File: config.mk
export PLATFORM = sky130hd
export DESIGN_NAME = formula_arg_scheduler
export DESIGN_NICKNAME = d
export VERILOG_FILES = /design/src/rtl/formula_arg_scheduler.sv
export SDC_FILE = /design/constraint.sdc
export NUM_CORES = 1
export LEC_CHECK = 0
export BUFFER_PORTS_ARGS = -buffer_cell sky130_fd_sc_hd__buf_2
export CAP_MARGIN = 40
export CORE_AREA = 2 2 175 305
export DETAILED_ROUTE_END_ITERATION = 8
export DIE_AREA = 0 0 177 307
export GPL_TIMING_DRIVEN = 1
export SLEW_MARGIN = 20
export SYNTH_ARGS = -nofsm -noshare
export SYNTH_HDL_FRONTEND = slang
export SYNTH_SLANG_ARGS = --single-unit
File: constraint.sdc
create_clock -name clk -period 7.6 [get_ports clk]
set_input_delay 0.76 -clock clk [delete_from_list [all_inputs] [get_ports clk]]
set_output_delay 0.76 -clock clk [all_outputs]
set_load 0.1 [all_outputs]
File: src/rtl/formula_arg_scheduler.sv
// -----------------------------------------------------------------------------
// formula_arg_scheduler
//
// Queues operand triples (a, b, c) from an upstream valid/ready source and hands
// them one at a time to a downstream formula FSM. Each triple is presented with a
// one-cycle arg_vld pulse. The operands are then held until the formula FSM
// returns res_vld, and only after that is the next triple issued.
//
// Parameters
//   DEPTH    FIFO entries (power of two, >= 2)
//   TIMEOUT  WAIT cycles allowed before abort (abort build only)
//
// Build option
//   FORMULA_ARG_SCHED_TIMEOUT_EN  defined: a WAIT that lasts TIMEOUT cycles
//                                 without res_vld aborts to IDLE and sets the
//                                 sticky timeout_err flag.
//                                 undefined: WAIT is held until res_vld and
//                                 timeout_err is tied low.
//
// Ports
//   clk          rising-edge clock
//   rst          asynchronous reset, active-low
//   in_vld       upstream triple valid
//   in_rdy       scheduler can accept a triple (FIFO not full, out of reset)
//   in_a/b/c     upstream operands, 32 bits each
//   arg_vld      single-cycle issue pulse to the formula FSM
//   a/b/c        operands to the formula FSM, held from ISSUE through WAIT
//   res_vld      completion pulse from the formula FSM
//   busy         state is not IDLE
//   count        triples queued and not yet issued
//   timeout_err  sticky abort flag
//
// state | meaning
// ------+----------------------------------------------------------
// IDLE  | nothing in flight; leave when the FIFO holds a triple
// ISSUE | arg_vld high for one cycle; the head is popped on exit
// WAIT  | operands held; wait for res_vld (or abort on timeout)
// -----------------------------------------------------------------------------
module formula_arg_scheduler #(
  parameter int DEPTH   = 4,
  parameter int TIMEOUT = 64
) (
  input  logic                         clk,
  input  logic                         rst,
  input  logic                         in_vld,
  output logic                         in_rdy,
  input  logic [31:0]                  in_a,
  input  logic [31:0]                  in_b,
  input  logic [31:0]                  in_c,
  output logic                         arg_vld,
  output logic [31:0]                  a,
  output logic [31:0]                  b,
  output logic [31:0]                  c,
  input  logic                         res_vld,
  output logic                         busy,
  output logic [$clog2(DEPTH+1)-1:0]   count,
  output logic                         timeout_err
);

  localparam int AW = $clog2(DEPTH);
  localparam int CW = $clog2(DEPTH + 1);

  typedef enum logic [1:0] {
    IDLE  = 2'd0,
    ISSUE = 2'd1,
    WAIT  = 2'd2
  } state_t;

  state_t        state_q;
  state_t        state_d;

  logic [95:0]   mem [DEPTH];
  logic [AW-1:0] wr_ptr;
  logic [AW-1:0] rd_ptr;
  logic [CW-1:0] count_q;

  logic          push;
  logic          pop;
  logic          load;
  logic          tmo_hit;
  logic [95:0]   head;

  // ---------------------------------------------------------------------------
  // FIFO
  // ---------------------------------------------------------------------------
  // in_rdy is taken from the registered count and is forced low while reset is
  // asserted, so no push can slip in during reset.
  assign in_rdy = rst && (count_q != CW'(DEPTH));
  assign push   = in_vld && in_rdy;
  assign head   = mem[rd_ptr];
  assign count  = count_q;

  always_ff @(posedge clk) begin
    if (push) begin
      mem[wr_ptr] <= {in_a, in_b, in_c};
    end
  end

  // DEPTH is a power of two, so the pointers wrap by natural overflow.
  always_ff @(posedge clk or negedge rst) begin
    if (!rst) begin
      wr_ptr  <= '0;
      rd_ptr  <= '0;
      count_q <= '0;
    end else begin
      if (push) begin
        wr_ptr <= wr_ptr + 1'b1;
      end
      if (pop) begin
        rd_ptr <= rd_ptr + 1'b1;
      end
      if (push && !pop) begin
        count_q <= count_q + 1'b1;
      end else if (pop && !push) begin
        count_q <= count_q - 1'b1;
      end
    end
  end

  // ---------------------------------------------------------------------------
  // Optional WAIT abort
  // ---------------------------------------------------------------------------
`ifdef FORMULA_ARG_SCHED_TIMEOUT_EN
  localparam int TW = $clog2(TIMEOUT + 1);

  logic [TW-1:0] tmo_cnt;
  logic          err_q;

  // tmo_cnt holds the number of WAIT cycles already completed. The abort fires
  // on the edge that would complete the TIMEOUT-th cycle. A res_vld on that
  // same edge takes priority, so the transition is normal.
  assign tmo_hit = (state_q == WAIT) && !res_vld && (tmo_cnt == TW'(TIMEOUT - 1));

  always_ff @(posedge clk or negedge rst) begin
    if (!rst) begin
      tmo_cnt <= '0;
      err_q   <= 1'b0;
    end else begin
      if (state_q != WAIT) begin
        tmo_cnt <= '0;
      end else if (!res_vld && !tmo_hit) begin
        tmo_cnt <= tmo_cnt + 1'b1;
      end
      if (tmo_hit) begin
        err_q <= 1'b1;
      end
    end
  end

  assign timeout_err = err_q;
`else
  assign tmo_hit     = 1'b0;
  // The abort counter is compiled out, so TIMEOUT has no effect in this build
  // and the flag is always low.
  assign timeout_err = (TIMEOUT < 0);
`endif

  // ---------------------------------------------------------------------------
  // FSM: state register
  // ---------------------------------------------------------------------------
  always_ff @(posedge clk or negedge rst) begin
    if (!rst) begin
      state_q <= IDLE;
    end else begin
      state_q <= state_d;
    end
  end

  // ---------------------------------------------------------------------------
  // FSM: next state
  // ---------------------------------------------------------------------------
  always_comb begin
    state_d = state_q;
    case (state_q)
      IDLE: begin
        if (count_q != '0) begin
          state_d = ISSUE;
        end
      end
      ISSUE: begin
        state_d = WAIT;
      end
      WAIT: begin
        if (res_vld) begin
          state_d = (count_q != '0) ? ISSUE : IDLE;
        end else if (tmo_hit) begin
          state_d = IDLE;
        end
      end
      default: begin
        state_d = IDLE;
      end
    endcase
  end

  // ---------------------------------------------------------------------------
  // FSM: outputs
  // ---------------------------------------------------------------------------
  // load marks every edge that enters ISSUE. ISSUE always goes to WAIT, so
  // ISSUE is never entered from itself.
  always_comb begin
    arg_vld = (state_q == ISSUE);
    busy    = (state_q != IDLE);
    pop     = (state_q == ISSUE);
    load    = (state_d == ISSUE) && (state_q != ISSUE);
  end

  // ---------------------------------------------------------------------------
  // Operand registers
  // ---------------------------------------------------------------------------
  always_ff @(posedge clk or negedge rst) begin
    if (!rst) begin
      a <= '0;
      b <= '0;
      c <= '0;
    end else if (load) begin
      a <= head[95:64];
      b <= head[63:32];
      c <= head[31:0];
    end
  end

endmodule
After elaboration in Yosys (flattened, before gate mapping)

Memory sizes are Yosys's and may differ from the RTL's. A register that Yosys moved wholly into a read port is not among the register bits.
Index checks and enable logic that the tools add are counted.

Equal/unequal tests: 5
$add $sub $neg: 4
Reduce and logical (&&, ||, !) cells: 12
Multiplexer cells: 8

Operator list:

| operator              | count |
|---|---|
| $mux W3               | 2 |
| $pmux W2 S3           | 1 |
| $logic_and A1 B1 Y1   | 5 |
| $add A2 B1 Y2 const B | 2 |
| $eq A2 B1 Y1 const B  | 2 |
| $mux W2               | 2 |
| $reduce_bool A2 Y1    | 2 |
| $add A3 B1 Y3 const B | 1 |
| $logic_not A1 Y1      | 3 |
| $mux W1               | 3 |
| $ne A3 B3 Y1 const B  | 1 |
| $reduce_bool A3 Y1    | 1 |
| $sub A3 B1 Y3 const B | 1 |
| $eq A2 B2 Y1 const B  | 1 |
| $logic_not A2 Y1      | 1 |
| $ne A2 B1 Y1 const B  | 1 |

Memories kept: 1
RAM bits: 384
Register bits: 9
Input bits: 100

Memories:

| name | depth | bits a word | read ports | clocked after Yosys merged registers in | write ports | RTL line | text |
|---|---|---|---|---|---|---|---|
| mem  | 4     | 96          | 1          | 1                                       | 1           | 72       | `logic [95:0] mem [DEPTH];` |

Depth between registers and ports, before layout

Gate-level depths: netlist of the first run.

Depth in word-level cells: 7
Depth in mapped cells: 8
Gate-level depth less buffers: 8

Worst setup path before layout of the first run

Ideal clock, no wire load.

Path kind: register -> register
Start: register count_q[0], in the netlist count[0]
End: memory mem[0][0], enable pin
Buffers on the path: 0
Stages on the path, launching flop included: 3
Setup time: 0.466 ns
Arrival: 3.671 ns
Slack: 3.464 ns
Cells stage by stage: dfrtp_1 o311a_1 and2_1

Word-level cells in the longest chain between the ends: 5

RTL lines:

| element                       | RTL line | text |
|---|---|---|
| start, declared               | 75       | `logic [CW-1:0] count_q;` |
| start signal, assigned        | 113      | `count_q <= count_q + 1'b1;` |
| start signal, assigned        | 115      | `count_q <= count_q - 1'b1;` |
| $ne A3 B3 Y1                  | 88       | `assign in_rdy = rst && (count_q != CW'(DEPTH));` |
| $logic_and A1 B1 Y1           | 88       |  |
| $logic_and A1 B1 Y1           | 89       | `assign push = in_vld && in_rdy;` |
| net push                      | 77       | `logic push;` |
| $mux W1                       | 94       | `if (push) begin` |
| $mux W1 (not written as such) | 95       | `mem[wr_ptr] <= {in_a, in_b, in_c};` |
| end, declared                 | 72       |  |

The timed path passes the listed nets, and every way through them passes these cells.

Worst setup path in the final report of the first run

Start: input port rst
End: memory mem[3][66], enable pin

Word-level cells in the longest chain between the ends: 4

RTL lines:

| element                       | RTL line | text |
|---|---|---|
| start, declared               | 44       | `input logic rst,` |
| $logic_and A1 B1 Y1           | 88       |  |
| $logic_and A1 B1 Y1           | 89       |  |
| net push                      | 77       |  |
| $mux W1                       | 94       |  |
| $mux W1 (not written as such) | 95       |  |

The timed path passes the listed nets, and every way through them passes these cells.

==> flow_summary.json, run 1 <==
{
  "via_count": 8026,
  "vias_per_cell": 4.72,
  "fmax_mhz": 356,
  "synth_top_cell_area_share_pct": 64.4,
  "start_util_pct": 34.4,
  "cts_sinks": 489,
  "required_ns": 7.83,
  "final_cell_mix": "edfxtp_1, buf_2, dfrtp_1, mux4_2, mux2_2",
  "fin_crit_ns": 2.81,
  "post-synth-top-area-cell": "edfxtp_1",
  "r2r-end": "mem[3][66]",
  "ff2ff_path_depth": 4,
  "dp_hpwl_mm": 24.6,
  "ys_types": 26,
  "syn_to_final_growth_pct": 19.2,
  "clk_pin_slew_ns": 0.06,
  "h-tree-depth": 2,
  "critPathCaptureType": "flip-flop",
  "port_buffers": 201,
  "yosysSeqAreaShare_pct": 79.0,
  "yosys-top-cells-area": "edfxtp_1, dfrtp_1, mux4_2",
  "cts_buffer_depth": 3,
  "cts_hold_buf": 0,
  "timing.max_cap.violations": 0,
  "setup_tns_ns": 0,
  "instances_no_fill": 1700,
  "grt_pass1_vias": 8818,
  "finalSetupViolCount": 0,
  "drv_slew": 0,
  "die_w_um": 177,
  "final_net_count": 1085,
  "post_cts_resize_count": 0,
  "cts_tree": "yes",
  "pin_count": 203,
  "drtIter0Drc": 388,
  "grt_pass1_wl_mm": 56.3,
  "syn_area_um2": 17900,
  "rsz0062_at_grt": "no",
  "cts_root_buffer": "clkbuf_16",
  "gp_congestion": 0.708,
  "utilization_pct": 41.0,
  "worst_pin_slew_ns": 0.670,
  "ff2ff_setup_slack_ns": 4.95,
  "wl_mm": 37.8,
  "crit_type": "input pin to flip-flop",
  "post-cts-setup-buffers": 0,
  "worstPathMaxFanout": 51,
  "syn_area_per_cell_um2": 23.9,
  "ys_warn_count": 0,
  "cp-start-kind": "input pin",
  "max_slew_margin_pct": 55.3,
  "dp.cells": 1611,
  "fin_skew_ns": 0.0235,
  "synthCells": 749,
  "coreArea_um2": 52100,
  "grt-ovfl-total": 0,
  "arrival_ns": 3.04,
  "synth-seq-cells": 489,
  "syn_nets": 855,
  "fin_crit_sh_pct": 37.0,
  "timing.rr.start": "count[0]",
  "track_usage_pct": 14.0,
  "status": "finished clean",
  "antenna_found_initial": 15,
  "drive_above_1_share_pct": 48.3,
  "ant_nets": 0,
  "die_h_um": 307,
  "dr.pass1.iters": 4,
  "die_area_um2": 54300,
  "grt_max_degree": 52,
  "clock_latency_ns": 0.57,
  "numCtsBuffers": 44,
  "hold_violations": 0,
  "rows": 111,
  "wl_per_cell_um": 22.2,
  "layout_commonest_cell": "edfxtp_1",
  "min_path_type": "input pin to asynchronous set/reset pin",
  "drcViolationCount": 0
}
## sequential cells by signal, indices dropped and copies added, names as in the netlist
| register | flops |
|---|---|
| b | 32 |
| a | 32 |
| c | 32 |
| state_q | 2 |
| rd_ptr | 2 |
| wr_ptr | 2 |
| count | 3 |
| mem | 384 |
## logic make-up after synthesis
kind of cell               share of synthesized area [%]
AOI/OAI and AO/OA                                  0.189
muxes                                               18.3
buffers and inverters                               1.43
DFF                                                 79.0
xor gates and xnor gates                           0.293
adders and majority gates                          0.461
and+or+nand+nor                                    0.286
other                                             0.0209
## critical path, stage by stage
cell     delay (ns)
buf_6          0.38
o311a_1        0.42
and2_4         0.58
buf_4          0.51
buf_12         0.29
## how the worst max path moves through the flow
stage | start | end | slack (ns) | cells past startpoint
2_1_floorplan | count[0] | mem[0][0] | 3.46 | 2
6_report | rst | mem[3][66] | 4.79 | 5
3_5_place_dp | rst | mem[2][49] | 4.08 | 5
3_3_place_gp | rst | mem[3][53] | 4.04 | 4
5_1_grt | rst | mem[2][93] | 4.56 | 5
4_1_cts | rst | mem[2][63] | 4.67 | 5
## per-layer routing
metal / global-route usage [%] / vias to the layer above / part of all wire (%)
met4: 5.48 / 2 / 2.9
met2: 26.0 / 199 / 56
met3: 2.30 / 72 / 4.0
met1: 15.8 / 4220 / 37
met5: 0 / - / 0.034
li1: - / 3533 / -
## metrics by stage
step	setup slack [ns]	instance area [um^2]	hold WS [ns]
after floorplan	3.46	17900	0.463
after global placement	4.04	19600	0.488
after detailed placement	4.08	19800	0.490
after CTS	4.67	21300	0.131
after global routing	4.56	21300	0.162
final	4.79	21300	0.137
## synthesized netlist by cell type
library cell and n:
and2_1 4, buf_12 2, buf_2 17, buf_4 1, buf_6 5, buf_8 1
clkbuf_1 8, conb_1 1, dfrtp_1 105, edfxtp_1 384, fa_1 1, ha_1 5
inv_1 6, mux2_2 96, mux2_4 2, mux4_2 96, nand2_1 1, nand2b_1 1
nor2_1 1, nor2b_1 1, o21ai_0 1, o311a_1 2, o31a_1 1, or2_2 1
xnor2_1 5, xor2_1 1
## cell type report
type | count | area [um^2]
antenna | 7 | 17.5
clock buffer | 60 | 1240
clock inverter | 22 | 272
fill | 4662 | 30700
inverter | 6 | 22.5
multi-input combinational | 220 | 3520
sequential | 489 | 14200
tap | 678 | 848
timing repair buffer | 218 | 1260
Power of run 1 is left out: the tool's default activity adds up to more than one toggle a clock period on the data nets, which glitch-free logic cannot reach.
==> run 2, diff against run 1 <==
ABC_AREA = 1   (was not set)
CORE_AREA = 2 2 186 324   (was 2 2 175 305)
DIE_AREA = 0 0 188 326   (was 0 0 177 307)
clock period = 2.5 ns   (was 7.6 ns; I/O delays follow)
==> run 2 against run 1 <==
Against the previous run: design area is 16% higher; synthesized cell count rose to 2.6 times the previous value; global-route usage grew 1.9 points; clock skew down 0.0021 ns; worst setup slack worse by 4.4 ns; non-clock buffer count is 105 higher; first-iteration DRC count up 86%.
==> flow_summary.json, run 2 <==
{
  "grt_max_degree": 127,
  "fin_crit_sh_pct": 82.8,
  "wl_per_cell_um": 15.7,
  "max_slew_margin_pct": 47.1,
  "syn_to_final_growth_pct": 21.8,
  "h-tree-depth": 2,
  "cts_root_buffer": "clkbuf_16",
  "gp_congestion": 0.759,
  "vias_per_cell": 4.41,
  "pin_count": 203,
  "drv_slew": 0,
  "largest_reg_flops": 384,
  "p_sw_w": 0.0159,
  "dp_hpwl_mm": 28.9,
  "path_cells": "dlygate4sd3_1, buf_6, a21boi_1, buf_2",
  "syn_nets": 2080,
  "clk_pin_slew_ns": 0.07,
  "critPathBufInv": 3,
  "dp_slack_ns": 0.503,
  "cts_tree": "yes",
  "rsz0062_at_grt": "no",
  "hold_ws_ns": 0.102,
  "track_usage_pct": 15.9,
  "pwr_density_cell_nw_per_um2": 1360,
  "drtIter0Drc": 720,
  "arrival_ns": 1.82,
  "wl_mm": 48.5,
  "fmax_mhz": 483,
  "max_stage_delay_ns": 0.55,
  "ys_types": 27,
  "drive_above_1_share_pct": 13.8,
  "yosys-top-cells-area": "edfxtp_1, nand2_1, dfrtp_1",
  "grt_pass1_vias": 14100,
  "drcViolationCount": 0,
  "die_area_um2": 61300,
  "fillers": 5541,
  "cts_sinks": 489,
  "finalSetupViolCount": 0,
  "synthTopCellsByCount": "nand2_1, inv_1, edfxtp_1, nand3_1, dfrtp_1",
  "post-synth-top-area-cell": "edfxtp_1",
  "fin_ws_ns": 0.429,
  "cp-start-kind": "input pin",
  "switching_share_pct": 47.3,
  "antenna_found_initial": 3,
  "worst_pin_slew_ns": 0.793,
  "syn_area_um2": 20300,
  "p_int_w": 0.0177,
  "required_ns": 2.25,
  "clock_power_share_pct": 21.9,
  "die_w_um": 188,
  "ff_latch_area_um2": 14200,
  "synthCells": 1974,
  "post_cts_resize_count": 0,
  "timing.max_cap.violations": 0,
  "crit_type": "input pin to primary output",
  "ys_warn_count": 0,
  "final_net_count": 2367,
  "clock_latency_ns": 0.58,
  "dr.pass1.iters": 5,
  "via_count": 13600,
  "peakVddDrop_v": 0.00133,
  "port_buffers": 201,
  "power.leakage_nw": 11.7,
  "grt-ovfl-total": 0,
  "path_delay_family": "buffers and inverters",
  "start_util_pct": 34.5,
  "min_path_type": "input pin to asynchronous set/reset pin",
  "status": "finished clean",
  "worstPathMaxFanout": 27,
  "syn_area_per_cell_um2": 10.3,
  "ant_nets": 0,
  "instances_no_fill": 3082,
  "cp_slowest_cell": "dlygate4sd3_1",
  "seq_power_share_pct": 32.9,
  "numCtsBuffers": 47,
  "top_register": "mem",
  "layout_commonest_cell": "nand2_1",
  "power_frac_comb_pct": 45.1,
  "synth-seq-cells": 489,
  "coreArea_um2": 58900,
  "yosysSeqAreaShare_pct": 69.6,
  "die_h_um": 326,
  "hold_violations": 0,
  "setup_tns_ns": 0,
  "rows": 118,
  "fin_crit_ns": 2.07,
  "synth_edf_count": 384,
  "critPathCaptureType": "primary output",
  "final_cell_mix": "nand2_1, inv_1, edfxtp_1, buf_2, nand3_1",
  "grt_pass1_wl_mm": 75.7,
  "fin_skew_ns": 0.0214,
  "multi_input_area_um2": 4170,
  "cts_buffer_depth": 3,
  "ys_async_sr_fraction_pct": 21.5,
  "dp.cells": 2893,
  "synth_top_cell_area_share_pct": 56.7,
  "ys_dominant_reg_cell": "edfxtp_1",
  "synth.most_common_cell": "nand2_1"
}
-- run 2: timing repair --
item | 4_1_cts | 5_1_grt
hold endpoints to repair | 418 | 0
hold buffers | 99 | 0
buffers inserted | 0 | 0
-- run 2: layout make-up --
| type | instances | share of cell area, % |
|---|---|---|
| Timing Repair Buffer | 323 | 9.44 |
| Clock buffer | 63 | 5.24 |
| Clock inverter | 24 | 1.22 |
| Inverter | 401 | 6.12 |
| Sequential cell | 489 | 57.2 |
| Tap cell | 780 | 3.94 |
| Antenna cell | 3 | 0.0303 |
| Multi-Input combinational cell | 999 | 16.8 |
-- run 2: stage by stage --
step	power (W)	instance area, um^2	utilization [%]
global placement	0.0262	22200	37.7
floorplan	0.0232	20400	-
finish	0.0336	24800	42.1
detailed placement	0.0265	22200	37.7
CTS	0.0341	24800	42.0
global route	0.0355	24800	42.1
-- run 2: layer usage --
| layer | share of wire, % | vias to the layer above | global-route usage [%] |
|---|---|---|---|
| met2 | 55 | 318 | 30.9 |
| li1 | - | 6662 | - |
| met4 | 4.3 | 0 | 7.43 |
| met1 | 37 | 6512 | 16.4 |
| met5 | 0 | - | 0 |
| met3 | 3.9 | 106 | 2.20 |
-- run 2: power by group through the flow --
stage	Combinational, W	Sequential, W	Clock [W]
after floorplan	0.00633	0.0169	0
after global placement	0.0151	0.0112	0
after detailed placement	0.0153	0.0112	0
after CTS	0.0155	0.0111	0.00757
after global routing	0.0165	0.0112	0.00786
final	0.0152	0.0111	0.00736
-- run 2: path summary, 6_finish.rpt --
check / cells past startpoint / to / start / slack (ns)
worst max register to register: 11 / count[2] / count[1] / 0.47
worst min-delay path: 2 / b[8] / rst / 0.10
worst max-delay path: 4 / in_rdy / rst / 0.43
min in group clk: 2 / mem[2][84] / in_a[20] / 0.42
max in group asynchronous: 3 / a[22] / rst / 1.36
worst min register to register: 2 / a[16] / a[16] / 0.47
-- run 2: cell families (layout without fill, tap and decap cells) --
family / count (synthesis) / count (layout) / synth area share, %
buffers and inverters: 486 / 811 / 10.2
xor gates and xnor gates: 4 / 4 / 0.172
and+or+nand+nor: 986 / 986 / 19.6
AOI/OAI and AO/OA: 2 / 2 / 0.0615
other: 1 / 4 / 0.0184
adders and majority gates: 6 / 6 / 0.406
DFF: 489 / 489 / 69.6
-- run 2: worst register-to-register path: stages, from the launching register on --
cell     delay (ns)
dfrtp_4        0.51
nor2_4         0.17
nand2_2        0.10
nand3_4        0.18
inv_1          0.07
ha_1           0.21
inv_1          0.09
fa_1           0.22
inv_1          0.06
nand2_1        0.06
nand3_1        0.09
xor2_1         0.15
(Power assumes the default switching activity.)
